File: config.mk
export PLATFORM = sky130hd
export DESIGN_NAME = mem_arbiter
export DESIGN_NICKNAME = d
export VERILOG_FILES = /design/src/rtl/mem_arbiter_pkg.sv /design/src/rtl/mem_rr_pick.sv /design/src/rtl/mem_arbiter.sv
export SDC_FILE = /design/constraint.sdc
export NUM_CORES = 1
export LEC_CHECK = 0
export ABC_AREA = 1
export CELL_PAD_IN_SITES_DETAIL_PLACEMENT = 1
export CELL_PAD_IN_SITES_GLOBAL_PLACEMENT = 2
export CORE_MARGIN = 5
export CORE_UTILIZATION = 13
export DETAILED_ROUTE_END_ITERATION = 10
export PLACE_DENSITY_LB_ADDON = 0.1
export RECOVER_POWER = 100
export SETUP_SLACK_MARGIN = 0.05
export SYNTH_ARGS = -nofsm -noshare
export SYNTH_HDL_FRONTEND = slang
export SYNTH_SLANG_ARGS = --single-unit
File: constraint.sdc
create_clock -name clk -period 1.6 [get_ports clk]
set_input_delay 0.32 -clock clk [delete_from_list [all_inputs] [get_ports clk]]
set_output_delay 0.32 -clock clk [all_outputs]
set_load 0.02 [all_outputs]
File: src/rtl/mem_arbiter_pkg.sv
// Shared types for the two-requester memory-port arbiter.
package mem_arbiter_pkg;

    typedef enum logic [1:0] {
        ST_IDLE  = 2'd0,
        ST_ISSUE = 2'd1,
        ST_WAIT  = 2'd2,
        ST_DONE  = 2'd3
    } arb_state_e;

    typedef enum logic {
        OWN_I = 1'b0,
        OWN_D = 1'b1
    } owner_e;

    localparam int DEFAULT_LINE_WORDS = 4;

endpackage

File: src/rtl/mem_rr_pick.sv
// Combinational 2-way round-robin picker: on a tie, the requester that did not win last time is chosen.
module mem_rr_pick
    import mem_arbiter_pkg::*;
(
    input  logic   ic_req,
    input  logic   dc_req,
    input  owner_e last_owner,
    output logic   valid,
    output owner_e owner
);

    always_comb begin
        valid = ic_req | dc_req;
        owner = OWN_I;
        if (ic_req && dc_req) begin
            owner = (last_owner == OWN_I) ? OWN_D : OWN_I;
        end else if (dc_req) begin
            owner = OWN_D;
        end
    end

endmodule

File: src/rtl/mem_arbiter.sv
// Arbitrates the I-cache and D-cache refill/writeback engines onto one memory port,
// sequencing each grant as a line of single-beat transactions with one beat outstanding.
module mem_arbiter
    import mem_arbiter_pkg::*;
#(
    parameter int LINE_WORDS = DEFAULT_LINE_WORDS,
    parameter int ADDR_W     = 32
) (
    input  logic              clk,
    input  logic              resetn,
    input  logic              ic_req,
    input  logic [ADDR_W-1:0] ic_addr,
    output logic              ic_gnt,
    output logic              ic_rvalid,
    output logic [31:0]       ic_rdata,
    output logic              ic_done,
    input  logic              dc_req,
    input  logic              dc_we,
    input  logic [ADDR_W-1:0] dc_addr,
    input  logic [31:0]       dc_wdata,
    output logic              dc_gnt,
    output logic              dc_rvalid,
    output logic [31:0]       dc_rdata,
    output logic              dc_done,
    output logic              dc_wnext,
    output logic              mem_req,
    output logic              mem_we,
    output logic [ADDR_W-1:0] mem_addr,
    output logic [31:0]       mem_wdata,
    input  logic              mem_ready,
    input  logic              mem_rvalid,
    input  logic [31:0]       mem_rdata
);

    localparam int BEAT_W = $clog2(LINE_WORDS);
    localparam int K      = BEAT_W + 2;
    localparam int BASE_W = ADDR_W - K;

    arb_state_e        state_q, state_d;
    owner_e            owner_q, owner_d;
    owner_e            last_owner_q, last_owner_d;
    logic              we_q, we_d;
    logic [BEAT_W-1:0] beat_q, beat_d;
    logic [BASE_W-1:0] base_q, base_d;

    logic   pick_valid;
    owner_e pick_owner;
    logic   last_beat;
    logic   busy;
    logic   is_d;
    logic   rd_fwd;
    logic   unused_addr_bits;

    // Word-within-line bits of the request address never reach the memory port.
    assign unused_addr_bits = ^{ic_addr[K-1:0], dc_addr[K-1:0]};

    mem_rr_pick u_pick (
        .ic_req     (ic_req),
        .dc_req     (dc_req),
        .last_owner (last_owner_q),
        .valid      (pick_valid),
        .owner      (pick_owner)
    );

    assign last_beat = &beat_q;

    always_comb begin
        state_d      = state_q;
        owner_d      = owner_q;
        last_owner_d = last_owner_q;
        we_d         = we_q;
        beat_d       = beat_q;
        base_d       = base_q;
        case (state_q)
            ST_IDLE: begin
                if (pick_valid) begin
                    owner_d      = pick_owner;
                    last_owner_d = pick_owner;
                    base_d       = (pick_owner == OWN_D) ? dc_addr[ADDR_W-1:K] : ic_addr[ADDR_W-1:K];
                    we_d         = (pick_owner == OWN_D) && dc_we;
                    beat_d       = '0;
                    state_d      = ST_ISSUE;
                end
            end
            ST_ISSUE: begin
                if (mem_ready) begin
                    if (!we_q) begin
                        state_d = ST_WAIT;
                    end else if (last_beat) begin
                        state_d = ST_DONE;
                    end else begin
                        beat_d = beat_q + BEAT_W'(1);
                    end
                end
            end
            ST_WAIT: begin
                if (mem_rvalid) begin
                    if (last_beat) begin
                        state_d = ST_DONE;
                    end else begin
                        beat_d  = beat_q + BEAT_W'(1);
                        state_d = ST_ISSUE;
                    end
                end
            end
            ST_DONE: begin
                state_d = ST_IDLE;
            end
            default: begin
                state_d = ST_IDLE;
            end
        endcase
    end

    // Reset leaves last_owner at D so the I-cache wins the first tie.
    always_ff @(posedge clk or negedge resetn) begin
        if (!resetn) begin
            state_q      <= ST_IDLE;
            owner_q      <= OWN_I;
            last_owner_q <= OWN_D;
            we_q         <= 1'b0;
            beat_q       <= '0;
            base_q       <= '0;
        end else begin
            state_q      <= state_d;
            owner_q      <= owner_d;
            last_owner_q <= last_owner_d;
            we_q         <= we_d;
            beat_q       <= beat_d;
            base_q       <= base_d;
        end
    end

    always_comb begin
        busy      = (state_q != ST_IDLE);
        is_d      = (owner_q == OWN_D);
        rd_fwd    = (state_q == ST_WAIT) && mem_rvalid;
        ic_gnt    = busy && !is_d;
        dc_gnt    = busy && is_d;
        mem_req   = (state_q == ST_ISSUE);
        mem_we    = busy && we_q;
        mem_addr  = busy ? {base_q, beat_q, 2'b00} : '0;
        mem_wdata = (busy && we_q) ? dc_wdata : 32'h0;
        ic_rvalid = rd_fwd && !is_d;
        ic_rdata  = (rd_fwd && !is_d) ? mem_rdata : 32'h0;
        dc_rvalid = rd_fwd && is_d;
        dc_rdata  = (rd_fwd && is_d) ? mem_rdata : 32'h0;
        ic_done   = (state_q == ST_DONE) && !is_d;
        dc_done   = (state_q == ST_DONE) && is_d;
        dc_wnext  = mem_req && mem_ready && mem_we;
    end

endmodule

==> results of run 1 <==
## stage by stage
stage | power, mW | instance area [sq um] | setup TNS, ns
2_1_floorplan | 5.22 | 3320 | -4.84
3_3_place_gp | 7.90 | 6370 | -64.96
3_5_place_dp | 7.97 | 6370 | -65.95
4_1_cts | 9.15 | 6860 | -39.00
5_1_grt | 11.8 | 7650 | -47.52
6_report | 11.0 | 7650 | -34.17
## power groups by stage
stage               combinational, mW  sequential, mW  clock (mW)
finish                           8.54            1.49       0.961
global route                     9.22            1.54        1.06
CTS                              6.63            1.49        1.03
detailed placement               6.47            1.50           0
global placement                 6.40            1.49           0
floorplan                        3.74            1.47           0
## kinds of logic after synthesis
family          share of synthesized area
other cells                       0.00126
buf+inv                             0.241
flops                               0.296
fa+ha+maj                          0.0211
compound gates                      0.106
simple gates                        0.335
## final timing paths
path                                    from      endpoint  slack [ns]
worst min register to register  last_owner_q  last_owner_q        0.47
worst min-delay path            last_owner_q  last_owner_q        0.47
worst max register to register    state_q[1]    base_q[17]       -0.18
max in group asynchronous             resetn    base_q[13]        0.21
worst max-delay path              mem_rvalid   dc_rdata[9]       -0.33
min in group asynchronous             resetn     base_q[2]        0.66
## layer usage
layer	GRT usage	routed length, um	share of wire
met1	0.134	6880	0.39
met2	0.225	8780	0.50
met3	0.0508	1620	0.092
met4	0.0240	204	0.012
met5	0	41	0.0023
## registers in the layout, indices dropped and copies added, names as in the netlist
name and count:
base_q 28, we_q 1, is_d 1, state_q 2, beat_q 2, last_owner_q 1
## area by class of cell
cell class | instances | area share
Timing Repair Buffer | 327 | 0.462
Multi-Input combinational cell | 294 | 0.286
Sequential cell | 35 | 0.115
Inverter | 140 | 0.0713
Tap cell | 285 | 0.0466
Clock buffer | 7 | 0.0173
Timing Repair inverter | 1 | 0.00147
Clock inverter | 1 | 0.000654
## layout by cell type, fill, tap and decap left out, types with 2 or more instances in the layout
cell	instances
dfrtp_1	34
nand2_2	16
o21ai_0	2
buf_6	113
inv_1	132
nand3_1	5
inv_2	5
buf_8	3
clkbuf_2	2
clkbuf_1	3
buf_16	6
o22ai_2	23
conb_1	2
clkbuf_16	11
buf_4	51
ha_4	3
o22ai_1	6
buf_2	9
nand2_1	64
buf_12	10
nor2_2	30
nor2_4	77
nand3_4	2
nor2_1	56
clkdlybuf4s50_1	125
## worst max-delay path: cells and delay by family
kind          cells  cell delay [ns]
buf+inv           3             0.97
simple gates      2             0.30
## what timing repair did
| action | CTS | global route |
|---|---|---|
| setup endpoints to repair | 166 | 167 |
| resized for setup | 647 | 255 |
| setup buffers | 2 | 18 |
| pin swaps | 5 | 13 |
| endpoints found under the hold margin | 10 | 0 |
| hold buffers | 1 | 0 |
| cloned | 5 | 10 |
==> results.toml, run 1 <==
[min_path]
hold_path_class = "flip-flop to flip-flop"
min_path_cells = 2

[sta]
worst_slew_pin_slew_ns = 0.818
post-route-min-period_ns = 1.93
fin_crit_sh = 1.21
hold_violations = 0
rsz0062_at_grt = "true"
finalSetupViolCount = 164
timing.hold.ws_ns = 0.468
fin_ws_ns = -0.330
finalMaxSlewViolations = 0
max_freq_mhz = 518
clock_skew_ns = 0.00614
slew_headroom = 0.455

[status]
outcome = "finished, violations left"
violations = "setup timing"

[power]
p_switching_mw = 4.98
p_sw_frac = 0.452
clkPwrFrac = 0.087
p_per_area_nw_per_um2 = 1440
p_int_mw = 6.02
comb_power_share = 0.777
power.leakage_nw = 3.74
peakVddDrop_uv = 607
seq_power_share = 0.136

[grt]
first_global_vias = 4453
grt_overflow_total = 0
track_usage = 0.123
grt_max_degree = 35
grt_pass1_wl_um = 25400
antenna_found_initial = 3

[synth]
yosys_most_used_dff = "dfrtp_1"
synth_edf_count = 0
syn_area_sq_um = 2970
synth_largest_area_cell = "dfrtp_1"
synth_top_area_share = 0.287
yosys_register_bits = 35
synth.most_common_cell = "nor2_1"
async_reset_ff_frac = 1.00
synth_area_leaders = "dfrtp_1 (29%), nor2_1 (20%), inv_1 (17%)"
syn-mean-instance-area_sq_um = 5.99
yosysWarnings = 0
synth_common_cells = "nor2_1 (160), inv_1 (136), nand2_1 (80), dfrtp_1 (34), o22ai_2 (19)"
syn_inst = 495
synth_seq_area_share = 0.296
synth_cell_types = 20

[floorplanning]
dieArea_sq_um = 25900
num_io_pins = 272
row_count = 55
initial_core_util = 0.131
coreArea_sq_um = 22600
die_y_um = 161
fp.dieW_um = 161

[finish]
drive_gt1_frac = 0.465
nFillCells = 2645
n_antenna_cell = 0
fin_cells = 1090
multi_input_area_sq_um = 2190
nets = 944
seqCellArea_sq_um = 877
finalCoreUtilization = 0.339
area_growth_pct = 158

[drt]
via_per_inst = 3.77
drtAntennaViolNets = 0
num_vias = 4112
drc_errors = 0
drtIter0Drc = 58
dr.pass1.iters = 4
wl_per_cell_um = 16.1
wl_um = 17500

[critical_path]
worst-setup-path-type = "primary input to output port"
crit_required_ns = 1.28
path_cells = "clkdlybuf4s50_1 -> nand3_4 -> buf_12 -> nor2_1 -> buf_4"
critPathMaxFanout = 17
rr_worst_depth = 10
end_kind = "output port"
start_kind = "primary input"
critical-path-max-stage-delay_ns = 0.61
cp.arrival_ns = 1.61
slowest_stage = "clkdlybuf4s50_1"

[cts]
clk_latency_ns = 0.28
root_buffer = "clkbuf_16"
clkSlewWorstSetupHoldPaths_ns = 0.05
htree_num_levels = 2
cts_made_buffers = 5
cts_tree = "yes"
cts_buffer_depth = 2
numClockSinks = 35

[place]
place_ws_ns = -0.694
io_buffers = 261
gp_congestion = 0.764
dp_cells = 1046
hpwl_um = 13200

[flow_run]
maxCapViolCount = 0
Power figures use the tool's default switching activity.
==> run 2, diff against run 1 <==
--- a/config.mk
+++ b/config.mk
@@ -14,6 +14,7 @@
 export PLACE_DENSITY_LB_ADDON = 0.1
 export RECOVER_POWER = 100
 export SETUP_SLACK_MARGIN = 0.05
+export SLEW_MARGIN = 20
 export SYNTH_ARGS = -nofsm -noshare
 export SYNTH_HDL_FRONTEND = slang
 export SYNTH_SLANG_ARGS = --single-unit
==> results of run 2 <==
The final DEF is identical to that of run 1; final timing and power are the same.
